**src/rtl/riscv_load_pkg.sv**
```systemverilog
// Shared constants for the load data path: funct3 load types, address regions,
// read-source select and the load FSM state encoding.
package riscv_load_pkg;

    localparam logic [2:0] F3_LB  = 3'b000;
    localparam logic [2:0] F3_LH  = 3'b001;
    localparam logic [2:0] F3_LW  = 3'b010;
    localparam logic [2:0] F3_LBU = 3'b100;
    localparam logic [2:0] F3_LHU = 3'b101;

    localparam logic [3:0] REGION_DMEM     = 4'b0001;
    localparam logic [3:0] REGION_DMEM_ALT = 4'b0011;
    localparam logic [3:0] REGION_BIOS     = 4'b0100;
    localparam logic [3:0] REGION_MMIO     = 4'b1000;

    typedef enum logic [1:0] {
        SRC_NONE = 2'd0,
        SRC_DMEM = 2'd1,
        SRC_BIOS = 2'd2,
        SRC_MMIO = 2'd3
    } load_src_t;

    // state     | meaning
    // IDLE      | no load result pending
    // LOAD      | result extracted from live DMEM/BIOS read data
    // MMIO_WAIT | MMIO read outstanding, core stalled
    // HOLD      | result replayed from the hold register
    typedef enum logic [1:0] {
        S_IDLE      = 2'd0,
        S_LOAD      = 2'd1,
        S_MMIO_WAIT = 2'd2,
        S_HOLD      = 2'd3
    } load_state_t;

endpackage

```
**src/rtl/load_extract.sv**
```systemverilog
// Byte/half/word extraction with sign or zero extension of a 32-bit read word.
// LOAD_MISALIGN_CHECK_EN enables misaligned LH/LHU/LW detection (result forced to 0).
module load_extract
    import riscv_load_pkg::*;
(
    input  logic [31:0] i_word,
    input  logic [1:0]  i_off,
    input  logic [2:0]  i_funct3,
    input  logic        i_passthru,
    output logic [31:0] o_result,
    output logic        o_misalign
);

    logic [7:0]  w_byte;
    logic [15:0] w_half;
    logic [31:0] w_ext;
    logic        w_mis;

    assign w_byte = i_word[{i_off, 3'b000} +: 8];
    assign w_half = i_word[{i_off[1], 4'b0000} +: 16];

    always_comb begin
        w_ext = i_word;
        case (i_funct3)
            F3_LB:   w_ext = {{24{w_byte[7]}}, w_byte};
            F3_LBU:  w_ext = {24'b0, w_byte};
            F3_LH:   w_ext = {{16{w_half[15]}}, w_half};
            F3_LHU:  w_ext = {16'b0, w_half};
            default: w_ext = i_word;
        endcase
    end

`ifdef LOAD_MISALIGN_CHECK_EN
    logic w_is_half;
    logic w_is_word;

    assign w_is_half = (i_funct3 == F3_LH) || (i_funct3 == F3_LHU);
    assign w_is_word = !w_is_half && (i_funct3 != F3_LB) && (i_funct3 != F3_LBU);
    assign w_mis     = !i_passthru &&
                       ((w_is_half && i_off[0]) || (w_is_word && (i_off != 2'b00)));
`else
    assign w_mis = 1'b0;
`endif

    // MMIO words bypass extraction entirely
    assign o_result   = i_passthru ? i_word : (w_mis ? 32'b0 : w_ext);
    assign o_misalign = w_mis;

endmodule

```
**src/rtl/load_data_unit.sv**
```systemverilog
// Load data path: captures load info in EX, selects/extracts the read word in WB,
// holds it across stalls and stalls the core on MMIO reads. Option: LOAD_MISALIGN_CHECK_EN.
module load_data_unit
    import riscv_load_pkg::*;
#(
    parameter int         AWIDTH      = 32,
    parameter int         DWIDTH      = 32,
    parameter logic [3:0] DMEM_REGION = REGION_DMEM,
    parameter logic [3:0] BIOS_REGION = REGION_BIOS,
    parameter logic [3:0] MMIO_REGION = REGION_MMIO
) (
    input  logic              clk,
    input  logic              rst_n,
    input  logic              ex_load_valid,
    input  logic [AWIDTH-1:0] ex_addr,
    input  logic [2:0]        ex_funct3,
    input  logic              stall,
    input  logic [DWIDTH-1:0] dmem_dout,
    input  logic [DWIDTH-1:0] bios_dout,
    output logic              mmio_re,
    input  logic [DWIDTH-1:0] mmio_rdata,
    input  logic              mmio_rvalid,
    output logic [DWIDTH-1:0] wb_load_data,
    output logic              wb_load_valid,
    output logic              load_stall_req,
    output logic              load_misalign
);

    load_state_t r_state;
    load_state_t w_state_nxt;
    load_state_t w_follow;
    load_src_t   r_src;
    load_src_t   w_src;
    logic [2:0]  r_funct3;
    logic [1:0]  r_off;
    logic [31:0] r_hold;
    logic        r_hold_mis;
    logic [3:0]  w_region;
    logic        w_accept;
    logic        w_hold_en;
    logic [31:0] w_word;
    logic [31:0] w_ext;
    logic        w_ext_mis;
    logic        w_unused_addr;

    assign w_region      = ex_addr[AWIDTH-1 -: 4];
    assign w_unused_addr = ^ex_addr[AWIDTH-5:2];

    always_comb begin
        w_src = SRC_NONE;
        if ((w_region == DMEM_REGION) || (w_region == REGION_DMEM_ALT)) begin
            w_src = SRC_DMEM;
        end else if (w_region == BIOS_REGION) begin
            w_src = SRC_BIOS;
        end else if (w_region == MMIO_REGION) begin
            w_src = SRC_MMIO;
        end
    end

    assign w_accept = rst_n && ex_load_valid && !stall && (r_state != S_MMIO_WAIT);
    assign mmio_re  = w_accept && (w_src == SRC_MMIO);

    always_ff @(posedge clk) begin
        if (!rst_n) begin
            r_src    <= SRC_NONE;
            r_funct3 <= 3'b000;
            r_off    <= 2'b00;
        end else if (w_accept) begin
            r_src    <= w_src;
            r_funct3 <= ex_funct3;
            r_off    <= ex_addr[1:0];
        end
    end

    always_comb begin
        w_word = 32'b0;
        case (r_src)
            SRC_DMEM: w_word = dmem_dout;
            SRC_BIOS: w_word = bios_dout;
            SRC_MMIO: w_word = mmio_rdata;
            default:  w_word = 32'b0;
        endcase
    end

    load_extract u_extract (
        .i_word     (w_word),
        .i_off      (r_off),
        .i_funct3   (r_funct3),
        .i_passthru (r_src == SRC_MMIO),
        .o_result   (w_ext),
        .o_misalign (w_ext_mis)
    );

    always_ff @(posedge clk) begin
        if (!rst_n) begin
            r_state    <= S_IDLE;
            r_hold     <= 32'b0;
            r_hold_mis <= 1'b0;
        end else begin
            r_state <= w_state_nxt;
            if (w_hold_en) begin
                r_hold     <= w_ext;
                r_hold_mis <= w_ext_mis;
            end
        end
    end

    // Successor shared by IDLE, LOAD and HOLD once the pipeline moves
    assign w_follow = !w_accept            ? S_IDLE :
                      (w_src == SRC_MMIO)  ? S_MMIO_WAIT : S_LOAD;

    always_comb begin
        w_state_nxt    = r_state;
        w_hold_en      = 1'b0;
        wb_load_valid  = 1'b0;
        wb_load_data   = 32'b0;
        load_misalign  = 1'b0;
        load_stall_req = 1'b0;
        case (r_state)
            S_IDLE: begin
                w_state_nxt = w_follow;
            end
            S_LOAD: begin
                wb_load_valid = 1'b1;
                wb_load_data  = w_ext;
                load_misalign = w_ext_mis;
                if (stall) begin
                    w_hold_en   = 1'b1;
                    w_state_nxt = S_HOLD;
                end else begin
                    w_state_nxt = w_follow;
                end
            end
            S_MMIO_WAIT: begin
                load_stall_req = 1'b1;
                if (mmio_rvalid) begin
                    w_hold_en   = 1'b1;
                    w_state_nxt = S_HOLD;
                end
            end
            S_HOLD: begin
                wb_load_valid = 1'b1;
                wb_load_data  = r_hold;
                load_misalign = r_hold_mis;
                if (!stall) begin
                    w_state_nxt = w_follow;
                end
            end
            default: w_state_nxt = S_IDLE;
        endcase
    end

endmodule

```
**config.mk**
```make
export PLATFORM = sky130hd
export DESIGN_NAME = load_data_unit
export DESIGN_NICKNAME = d
export VERILOG_FILES = /design/src/rtl/riscv_load_pkg.sv /design/src/rtl/load_extract.sv /design/src/rtl/load_data_unit.sv
export SDC_FILE = /design/constraint.sdc
export NUM_CORES = 1
export LEC_CHECK = 0
export CORE_MARGIN = 3
export CORE_UTILIZATION = 43
export CTS_BUF_LIST = sky130_fd_sc_hd__clkbuf_2
export CTS_CLUSTER_DIAMETER = 100
export DETAILED_ROUTE_END_ITERATION = 10
export GPL_ROUTABILITY_DRIVEN = 0
export PLACE_DENSITY = 0.83
export RECOVER_POWER = 25
export SYNTH_ARGS = -nofsm -noshare
export SYNTH_HDL_FRONTEND = slang
export SYNTH_SLANG_ARGS = --single-unit
```
**constraint.sdc**
```tcl
create_clock -name clk -period 3.45 [get_ports clk]
set_input_delay 0.8625 -clock clk [delete_from_list [all_inputs] [get_ports clk]]
set_output_delay 0.8625 -clock clk [all_outputs]
set_load 0.01 [all_outputs]
```
==> run_results.csv, run 1 <==
group,metric,value,unit
status,outcome,"complete, but fails checks",
status,failed_checks,"setup timing",
yosys,commonest_cells_in_the_synthesized_netlist,"53 x sky130_fd_sc_hd__nand2_1, 41 x sky130_fd_sc_hd__dfxtp_1, 37 x sky130_fd_sc_hd__nor2_1, 35 x sky130_fd_sc_hd__mux2i_1, 34 x sky130_fd_sc_hd__o21ai_0",
worst_setup_path,worst-path-max-fanout,8,
worst_setup_path,crit_required,2590,ps
min_path,timing.hold.worst.class,"flop to flop",
yosys,synth-warning-count,0,
clock_network,worst_setup_hold_path_clk_slew,240,ps
yosys,synthesis.area,3680,um2
route,drt-wirelength-per-cell,20.6,um
floorplanning,floorplan.initialDensity,0.445,
yosys,synth.lib_cells_used.distinct,58,
timing,report.final.setup_viol,23,
yosys,synth_edf_count,0,
worst_setup_path,cp_cell_sequence,"buf_6 -> mux2_4 -> a22oi_2 -> o22a_1 -> a311oi_4 -> buf_6 -> buf_12 -> a221o_2 -> buf_6",
floorplanning,rows,33,
final_layout,area_of_all_placed_cells_without_fillers,5910,um2
route,via_per_inst,6.39,
yosys,synth_top_area_share,0.223,
yosys,most_frequently_used_cell_type_in_the_post_synthesis_netlist,"sky130_fd_sc_hd__nand2_1",
clock_network,clock_latency,450,ps
clock_network,cts-root-buf,"sky130_fd_sc_hd__clkbuf_2",
timing,final_hold_viol_count,0,
yosys,synth.avg_cell_area,7.91,um2
timing,timing.fmax,278,MHz
timing,grt_setup_unrepaired,"true",
route,postRouteAntennaNets,0,
job,maxCapViolCount,0,
min_path,hold_end,"r_funct3[2]",
floorplanning,die_w,98.5,um
timing,clock-skew-final,18.2,ps
floorplanning,core,8260,um2
worst_setup_path,cp_data_arrival_time,2730,ps
final_layout,finalNetCount,787,
yosys,synth_fp_nets,604,
yosys,postSynth.topFlopCell,"sky130_fd_sc_hd__dfxtp_1",
timing,setup_total_negative_slack,-2330,ps
clock_network,cts_sinks,41,
timing,slew_viol_final,0,
clock_network,numCtsBuffers,5,
worst_setup_path,reg2reg_depth,9,
pwr,irDropWorstVdd,0.000141,V
global_route,globalRoute.totalOverflow,0,
global_route,aggregate_global_route_resource_usage,0.313,
route,total_vias_in_the_final_route,4815,
clock_network,post_cts_hold_buffer_count,0,
final_layout,areaGrowthSynthToFinish,60.8,%
yosys,synth-seq-area-share,0.223,
route,detailedRoute.firstIterationViolations,596,
placement,portBuffers,144,
floorplanning,ios,172,
worst_setup_path,cp_slowest_cell,"sky130_fd_sc_hd__dfxtp_4",
worst_setup_path,critical-path-max-stage-delay,440,ps
pwr,power.density,199,nW/um2
global_route,number_of_global_route_vias_before_repair,4957,
final_layout,share_of_final_layout_standard_cells_stronger_than_drive_strength_1,0.302,
yosys,syn-instance-count,465,
floorplanning,die-height,98.5,um
placement,placed_cell_area,5450,um2
worst_setup_path,timing.critical_path.from_type,"flop",
route,finalWirelength,15600,um
worst_setup_path,timing.rr.start,"r_state[1]",
placement,dp_wirelength,10800,um
global_route,antenna_found_initial,0,
clock_network,max-clock-path-buffers,2,
final_layout,fillers,601,
global_route,grt_max_degree,38,
worst_setup_path,cp_most_frequent_cell,"sky130_fd_sc_hd__buf_6",
floorplanning,die_footprint,9690,um2
worst_setup_path,timing.setup.critical_path_class,"flop to output pin",
timing,final_period_minus_worst_setup_slack,3590,ps
timing,timing.slew.headroom,0.407,
min_path,hp-start,"r_funct3[2]",
route,detail_route.first_pass.iterations,7,
timing,worst_hold_slack,526,ps
yosys,async_reset_ff_frac,0,
final_layout,diodes,0,
pwr,power.total,1.18,mW
worst_setup_path,timing.critical_path.to_type,"output pin",
worst_setup_path,reg2reg_setup_slack,770,ps
yosys,synthDominantAreaCellType,"sky130_fd_sc_hd__dfxtp_1",
min_path,worst_hold_path.num_cells,2,
pwr,power.leakage,2.34,nW
timing,worst_slack,-144,ps
route,post-route-drc-count,0,
timing,final_min_period_over_clock_period,1.04,
worst_setup_path,critical_path.reg2reg.endpoint,"r_hold[15]",
yosys,post_synth_main_area_contributors,"sky130_fd_sc_hd__dfxtp_1 22%, sky130_fd_sc_hd__mux2i_1 9.5%, sky130_fd_sc_hd__nand2_1 5.4%, sky130_fd_sc_hd__o221a_2 5.2%, sky130_fd_sc_hd__o21ai_0 4.6%",
yosys,postSynthRegisterBits,41,
clock_network,cts_htree_levels,2,
clock_network,cts_tree,"yes",
global_route,global_route_wire_length_before_repair,24800,um
timing,worstMarginPinSlew,890,ps
==> metal layers <==
metal | global-route usage | share of wire | wire length (um) | vias to the layer above
met2 | 0.533 | 0.49 | 7560 | 371
li1 | - | - | - | 2136
met5 | 0 | 0 | 0 | -
met4 | 0.142 | 0.047 | 737 | 0
met1 | 0.381 | 0.37 | 5730 | 2240
met3 | 0.0609 | 0.099 | 1540 | 68
==> final cells by class <==
| cell class | count | area [um2] | share of cell area |
|---|---|---|---|
| clock buffers | 5 | 25.0 | 0.00423 |
| clock inverters | 3 | 41.3 | 0.00699 |
| inverters | 11 | 41.3 | 0.00699 |
| multi-input cells | 369 | 2810 | 0.476 |
| flip-flops and latches | 41 | 826 | 0.140 |
| well taps | 105 | 131 | 0.0222 |
| repair buffers | 220 | 2030 | 0.344 |
==> cell usage in the layout, fill, tap and decap left out, drive strengths merged, types with 3 or more instances in the layout <==
cell,synthesis,layout
clkdlybuf4s50,0,100
buf,16,100
nand2,53,53
dfxtp,41,41
nor2,37,37
mux2i,35,35
o21ai,35,35
a21oi,20,20
o221a,17,17
mux2,12,12
inv,11,11
clkbuf,28,11
a221o,11,11
a32o,10,10
clkdlybuf4s15,0,10
and2,9,9
a22o,9,9
o22ai,9,9
nand3,8,8
a22oi,8,8
or3,7,7
a211o,7,7
nand3b,5,5
nand2b,5,5
o21a,5,5
a311oi,5,5
or2,5,5
nand4,4,4
a31oi,4,4
o31ai,4,4
a211oi,4,4
o2bb2ai,4,4
nor3b,4,4
a221oi,4,4
o2111ai,3,3
o21ba,3,3
o211a,3,3
ha,3,3
nor2b,3,3
==> where the power goes <==
group | internal [mW] | switching (mW) | total [mW]
Sequential | 0.480 | 0.00545 | 0.485
Clock | 0.120 | 0.186 | 0.306
Combinational | 0.216 | 0.170 | 0.386
Total | 0.815 | 0.362 | 1.18
==> critical path: cells and delay by family (launching register included) <==
kind	cells	cell delay, ps
AO/OA/AOI/OAI	4	990
flip-flops	1	440
multiplexers	1	300
buffers and inverters	4	540
==> what timing repair did <==
item,4_1_cts,5_1_grt
pin swaps,25,9
gates cloned,1,0
buffers inserted,18,6
resized for setup,196,26
endpoints found under the setup margin,32,30
==> kinds of logic (layout without fill, tap and decap cells) <==
group	Yosys count	in the layout	synth area share
multiplexers	48	48	0.138
other	1	1	0.00102
buffers and inverters	55	239	0.0698
XOR/XNOR	1	1	0.00238
AND/OR/NAND/NOR	148	148	0.193
AO/OA/AOI/OAI	168	168	0.362
flip-flops	41	41	0.223
adder cells (fa/ha/maj)	3	3	0.0102
==> stage by stage <==
step	utilization	instances	setup slack (ps)
2_1_floorplan	-	465	194
3_3_place_gp	0.660	721	-797
3_5_place_dp	0.660	721	-816
4_1_cts	0.708	748	-127
5_1_grt	0.716	754	-201
6_report	0.716	754	-144
==> how the worst max path moves through the flow <==
stage / start / to / slack, ps / cells past startpoint
2_1_floorplan: mmio_rdata[23] / wb_load_data[23] / 190 / 6
3_3_place_gp: mmio_rdata[23] / wb_load_data[18] / -800 / 8
3_5_place_dp: mmio_rdata[23] / wb_load_data[16] / -820 / 8
4_1_cts: r_src[1] / wb_load_data[23] / -130 / 9
5_1_grt: r_src[1] / wb_load_data[28] / -200 / 9
6_report: r_src[1] / wb_load_data[23] / -140 / 9
==> state kept, by name (all words and copies together), names as in the netlist <==
register  count
r_funct3      3
r_hold       32
r_off         2
r_src         2
r_state       2
Power figures use the tool's default switching activity.
==> inputs of run 2 (changes only) <==
--- a/config.mk
+++ b/config.mk
@@ -13,6 +13,7 @@
 export GPL_ROUTABILITY_DRIVEN = 0
 export PLACE_DENSITY = 0.83
 export RECOVER_POWER = 25
+export REMOVE_ABC_BUFFERS = 1
 export SYNTH_ARGS = -nofsm -noshare
 export SYNTH_HDL_FRONTEND = slang
 export SYNTH_SLANG_ARGS = --single-unit
==> constraint.sdc (replaced) <==
create_clock -name clk -period 3.45 [get_ports clk]
set_input_delay 0.69 -clock clk [delete_from_list [all_inputs] [get_ports clk]]
set_output_delay 0.69 -clock clk [all_outputs]
set_load 0.01 [all_outputs]
==> run 2 against run 1 <==
Effect of this change: the run now ends clean; die area stayed put; clock power is 33% lower; first-iteration DRC count is 32% lower; via count is 7.4% lower; critical path type unchanged; largest cell class unchanged; highest routed layer unchanged.
==> run_results.csv, run 2 (synthesis gave the netlist of run 1 again) <==
group,metric,value,unit
status,outcome,"finished, final reports clean",
timing,timing.slew.headroom,0.129,
clock_network,cts_tree,"yes",
timing,worstMarginPinSlew,1310,ps
final_layout,leading_cell_types_in_the_layout_fill_and_taps_excluded,"107 x sky130_fd_sc_hd__clkdlybuf4s50_1, 53 x sky130_fd_sc_hd__nand2_1, 38 x sky130_fd_sc_hd__dfxtp_1",
worst_setup_path,cp_cell_sequence,"buf_4 -> buf_6 -> mux2_2 -> a22oi_1 -> buf_4 -> a221oi_1 -> or3_1 -> a32o_1 -> clkdlybuf4s15_2",
route,detail_route.first_pass.iterations,6,
pwr,netSwitchingPower,320,uW
final_layout,share_of_final_layout_standard_cells_stronger_than_drive_strength_1,0.229,
pwr,power_share_of_the_sequential_group,0.474,
timing,worst_slack,53.4,ps
clock_network,clock_latency,430,ps
floorplanning,rows,33,
floorplanning,die-height,98.5,um
route,via_per_inst,6.20,
global_route,global_route_wire_length_before_repair,21300,um
final_layout,largest_registers,"r_hold (32), r_funct3 (3)",
timing,final_period_minus_worst_setup_slack,3400,ps
floorplanning,ios,172,
timing,final_min_period_over_clock_period,0.985,
route,total_vias_in_the_final_route,4461,
final_layout,multiInputGateArea,2700,um2
clock_network,post_cts_hold_buffer_count,0,
final_layout,finalCoreUtilization,0.662,
global_route,number_of_global_route_vias_before_repair,4490,
clock_network,cts_htree_levels,2,
final_layout,fillers,699,
clock_network,cts_sinks,41,
timing,setup_total_negative_slack,0,ps
placement,portBuffers,144,
final_layout,ff_latch_area,830,um2
floorplanning,floorplan.initialDensity,0.445,
final_layout,largest_register_ffs,32,
worst_setup_path,cp_slowest_cell,"sky130_fd_sc_hd__dfxtp_4",
floorplanning,die_w,98.5,um
placement,placed_cell_area,5330,um2
route,drt-wirelength-per-cell,19.1,um
worst_setup_path,timing.critical_path.from_type,"flop",
worst_setup_path,worst-path-max-fanout,5,
pwr,irDropWorstVdd,0.000185,V
pwr,comb_pwr_share,0.327,
floorplanning,die_footprint,9690,um2
timing,clock-skew-final,23.7,ps
worst_setup_path,timing.setup.critical_path_class,"flop to output pin",
final_layout,most_flop_heavy_register,"r_hold",
final_layout,finalNetCount,755,
job,maxCapViolCount,0,
pwr,power.leakage,2.20,nW
global_route,antenna_found_initial,0,
pwr,cell_internal_power,712,uW
placement,dp_slack,-449,ps
timing,final_hold_viol_count,0,
min_path,timing.hold.worst.class,"flop to flop",
clock_network,cts-root-buf,"sky130_fd_sc_hd__clkbuf_2",
pwr,clock_power_share,0.199,
floorplanning,core,8260,um2
global_route,aggregate_global_route_resource_usage,0.265,
clock_network,max-clock-path-buffers,2,
placement,dp_wirelength,9930,um
worst_setup_path,cp_data_arrival_time,2710,ps
worst_setup_path,cp_most_frequent_cell,"sky130_fd_sc_hd__buf_4",
clock_network,numCtsBuffers,5,
route,detailedRoute.firstIterationViolations,405,
timing,timing.fmax,294,MHz
timing,slew_viol_final,0,
route,finalWirelength,13800,um
global_route,globalRoute.totalOverflow,0,
route,postRouteAntennaNets,0,
timing,report.final.setup_viol,0,
worst_setup_path,timing.critical_path.to_type,"output pin",
final_layout,area_of_all_placed_cells_without_fillers,5470,um2
final_layout,diodes,0,
final_layout,mostFrequentLayoutCell,"sky130_fd_sc_hd__clkdlybuf4s50_1",
route,post-route-drc-count,0,
global_route,grt_max_degree,34,
worst_setup_path,crit_required,2760,ps
final_layout,areaGrowthSynthToFinish,48.7,%
pwr,sw_frac_of_total,0.310,
worst_setup_path,critical-path-max-stage-delay,390,ps
pwr,power.density,189,nW/um2
clock_network,worst_setup_hold_path_clk_slew,220,ps
pwr,power.total,1.03,mW
==> run 2: power groups by stage <==
stage / registers (mW) / logic, mW / clock network (mW)
after detailed placement: 0.499 / 0.314 / 0
after CTS: 0.488 / 0.323 / 0.199
after global routing: 0.489 / 0.360 / 0.220
after global placement: 0.499 / 0.308 / 0
after floorplan: 0.505 / 0.112 / 0
final: 0.489 / 0.338 / 0.205
==> run 2: worst paths after layout <==
check | from | endpoint | slack [ps] | cells after the start
setup reg to reg | r_state[0] | r_hold[5] | 270 | 8
hold / removal | r_funct3[2] | r_funct3[2] | 530 | 2
hold reg to reg | r_funct3[2] | r_funct3[2] | 530 | 2
setup / recovery | r_src[1] | wb_load_data[8] | 50 | 9
==> run 2: final cells by class <==
cell class	instances	share of cell area
multi-input cells	369	0.493
repair buffers	188	0.318
flip-flops and latches	41	0.152
well taps	105	0.0240
inverters	11	0.00755
clock buffers	5	0.00458
clock inverters	1	0.000915
==> run 2: metrics by stage <==
| stage | hold slack, ps | std cells |
|---|---|---|
| finish | 534 | 720 |
| global route | 549 | 720 |
| CTS | 513 | 720 |
| detailed placement | 489 | 706 |
| global placement | 475 | 706 |
| floorplan | 449 | 421 |
==> run 2: worst max-delay path: cells and delay by family, from the launching register on <==
kind,cells,cell delay (ps)
flops,1,390
compound gates,3,540
buf+inv,4,670
mux,1,340
simple gates,1,350
==> run 2: what timing repair did <==
action,4_1_cts,5_1_grt
endpoints found under the setup margin,32,28
setup buffers,7,2
pin swaps,4,3
cloned,1,0
resized for setup,106,31
==> run 2: layer usage <==
| metal | part of all wire | GRT usage | up-vias |
|---|---|---|---|
| met4 | 0.033 | 0.0788 | 0 |
| li1 | - | - | 2079 |
| met1 | 0.39 | 0.327 | 2024 |
| met3 | 0.096 | 0.0552 | 60 |
| met5 | 0 | 0 | - |
| met2 | 0.48 | 0.464 | 298 |
==> inputs of run 3 (changes only) <==
--- a/config.mk
+++ b/config.mk
@@ -14,6 +14,7 @@
 export PLACE_DENSITY = 0.83
 export RECOVER_POWER = 25
 export REMOVE_ABC_BUFFERS = 1
+export SKIP_CTS_REPAIR_TIMING = 1
 export SYNTH_ARGS = -nofsm -noshare
 export SYNTH_HDL_FRONTEND = slang
 export SYNTH_SLANG_ARGS = --single-unit
==> run 3 against run 2 <==
Effect of this change: the run now ends with setup timing left; die area did not move; clock skew barely moved; utilization rose by 1.1 points; clock-buffer cell count did not move; setup slack got worse by 99 ps; non-clock buffer count rose by 4; clock power barely moved; via count barely moved; worst hold slack got worse by 1.1 ps; cell count rose by 0.56%; first-iteration DRC count rose by 14%; global-route usage fell by 0.83 points; largest power group unchanged.
==> run_results.csv, run 3 (synthesis gave the netlist of run 1 again) <==
group,metric,value,unit
worst_setup_path,cp_data_arrival_time,2810,ps
worst_setup_path,timing.critical_path.from_type,"input pin",
global_route,grt_max_degree,34,
final_layout,largest_registers,"r_hold (32), r_funct3 (3)",
route,via_per_inst,6.17,
timing,report.final.setup_viol,2,
clock_network,cts_tree,"yes",
floorplanning,die_footprint,9690,um2
worst_setup_path,timing.rr.start,"r_state[1]",
final_layout,share_of_final_layout_standard_cells_stronger_than_drive_strength_1,0.223,
worst_setup_path,critical-path-max-stage-delay,440,ps
worst_setup_path,timing.critical_path.to_type,"output pin",
timing,clock-skew-final,23.8,ps
worst_setup_path,crit_required,2760,ps
clock_network,max-clock-path-buffers,2,
route,post-route-drc-count,0,
final_layout,multiInputGateArea,2690,um2
worst_setup_path,worst-path-max-fanout,4,
pwr,power.leakage,2.35,nW
final_layout,areaGrowthSynthToFinish,51.2,%
route,detailedRoute.firstIterationViolations,460,
placement,dp_wirelength,9930,um
worst_setup_path,cp_most_frequent_cell,"sky130_fd_sc_hd__buf_6",
worst_setup_path,cp_cell_sequence,"clkdlybuf4s50_1 -> and3b_1 -> a211o_1 -> nand4_1 -> a311oi_4 -> clkbuf_16 -> buf_6 -> buf_4 -> a221o_2 -> buf_6",
pwr,power.density,184,nW/um2
floorplanning,die_w,98.5,um
final_layout,ff_latch_area,830,um2
clock_network,clock_latency,420,ps
route,finalWirelength,13600,um
route,postRouteAntennaNets,0,
clock_network,cts-root-buf,"sky130_fd_sc_hd__clkbuf_2",
timing,timing.fmax,286,MHz
min_path,worst_hold_path.num_cells,2,
clock_network,cts_htree_levels,2,
global_route,number_of_global_route_vias_before_repair,4382,
status,outcome,"complete, but fails checks",
global_route,aggregate_global_route_resource_usage,0.257,
timing,final_min_period_over_clock_period,1.01,
clock_network,cts_sinks,41,
worst_setup_path,timing.setup.critical_path_class,"input pin to output pin",
worst_setup_path,cp_slowest_cell,"sky130_fd_sc_hd__clkdlybuf4s50_1",
clock_network,worst_setup_hold_path_clk_slew,210,ps
floorplanning,ios,172,
timing,worst_slack,-45.6,ps
placement,portBuffers,144,
worst_setup_path,critical_path.reg2reg.endpoint,"r_hold[0]",
route,total_vias_in_the_final_route,4465,
timing,grt_setup_unrepaired,"true",
final_layout,finalCoreUtilization,0.673,
min_path,timing.hold.worst.class,"flop to flop",
worst_setup_path,reg2reg_depth,9,
global_route,globalRoute.totalOverflow,0,
clock_network,numCtsBuffers,5,
job,maxCapViolCount,0,
floorplanning,rows,33,
placement,placed_cells_incl_taps,706,
final_layout,most_flop_heavy_register,"r_hold",
timing,timing.slew.headroom,0.123,
status,failed_checks,"setup timing",
floorplanning,die-height,98.5,um
placement,dp_slack,-449,ps
floorplanning,floorplan.initialDensity,0.445,
final_layout,post_layout_nonfiller_instances,724,
floorplanning,core,8260,um2
global_route,global_route_wire_length_before_repair,20700,um
final_layout,diodes,0,
final_layout,leading_cell_types_in_the_layout_fill_and_taps_excluded,"107 x sky130_fd_sc_hd__clkdlybuf4s50_1, 53 x sky130_fd_sc_hd__nand2_1, 38 x sky130_fd_sc_hd__dfxtp_1",
pwr,power.total,1.03,mW
min_path,hold_end,"r_funct3[2]",
timing,final_hold_viol_count,0,
worst_setup_path,reg2reg_setup_slack,140,ps
pwr,irDropWorstVdd,0.000168,V
timing,final_period_minus_worst_setup_slack,3500,ps
final_layout,fillers,683,
global_route,antenna_found_initial,0,
timing,slew_viol_final,0,
min_path,hp-start,"r_funct3[2]",
route,detail_route.first_pass.iterations,5,
route,drt-wirelength-per-cell,18.7,um
final_layout,mostFrequentLayoutCell,"sky130_fd_sc_hd__clkdlybuf4s50_1",
final_layout,finalNetCount,759,
final_layout,largest_register_ffs,32,
timing,worstMarginPinSlew,1320,ps
[run 3: cell types whose count changed in the layout (fill, tap and decap cells not counted), moves of 2 or more]
cell	delta
sky130_fd_sc_hd__buf_2	-13
sky130_fd_sc_hd__buf_4	+4
sky130_fd_sc_hd__buf_6	+3
sky130_fd_sc_hd__clkbuf_2	+8
sky130_fd_sc_hd__clkdlybuf4s15_2	-3
sky130_fd_sc_hd__dlygate4sd2_1	-6
sky130_fd_sc_hd__dlymetal6s2s_1	+10
sky130_fd_sc_hd__mux2_2	-2
sky130_fd_sc_hd__mux2_4	+2
sky130_fd_sc_hd__o22ai_1	+2
sky130_fd_sc_hd__o22ai_2	-2
[run 3: worst max path at each step]
stage / startpoint / to / slack (ps) / cells after the start
after detailed placement: dmem_dout[23] / wb_load_data[19] / -450 / 8
after CTS: mmio_rdata[31] / wb_load_data[19] / -450 / 8
final: bios_dout[15] / wb_load_data[25] / -50 / 10
after floorplan: r_src[1] / wb_load_data[16] / -1020 / 5
after global placement: mmio_rdata[23] / wb_load_data[23] / -430 / 8
after global routing: r_src[1] / wb_load_data[18] / -120 / 10
[run 3: final cells by class]
type,instances,area share
Clock buffer,5,0.00450
Clock inverter,1,0.000900
Inverter,11,0.00743
Multi-Input combinational cell,369,0.484
Sequential cell,41,0.149
Tap cell,105,0.0236
Timing Repair Buffer,192,0.330
[run 3: critical path, delay by kind of cell]
family,cells,cell delay (ps)
compound gates,3,740
buf+inv,5,980
simple gates,2,390
[run 3: power by group]
part / total, mW / leakage (nW) / switching [mW] / internal (mW)
clock network: 0.203 / 0.0247 / 0.162 / 0.0412
registers: 0.489 / 0.333 / 0.0103 / 0.479
logic: 0.333 / 1.99 / 0.142 / 0.191
[run 3: routing by layer]
metal,track usage,share of wire,vias to the layer above,wire length (um)
met1,0.325,0.39,2079,5290
met3,0.0481,0.093,36,1260
met4,0.0809,0.022,0,304
met5,0,0,-,0
li1,-,-,2084,-
met2,0.441,0.49,266,6700
[run 3: stage by stage]
step	area (um2)	hold WS (ps)	setup TNS (ps)
after floorplan	3460	449	-31080
after global placement	5330	475	-9040
after detailed placement	5330	489	-9370
after CTS	5360	513	-11250
after global routing	5560	549	-775
final	5560	533	-68.6
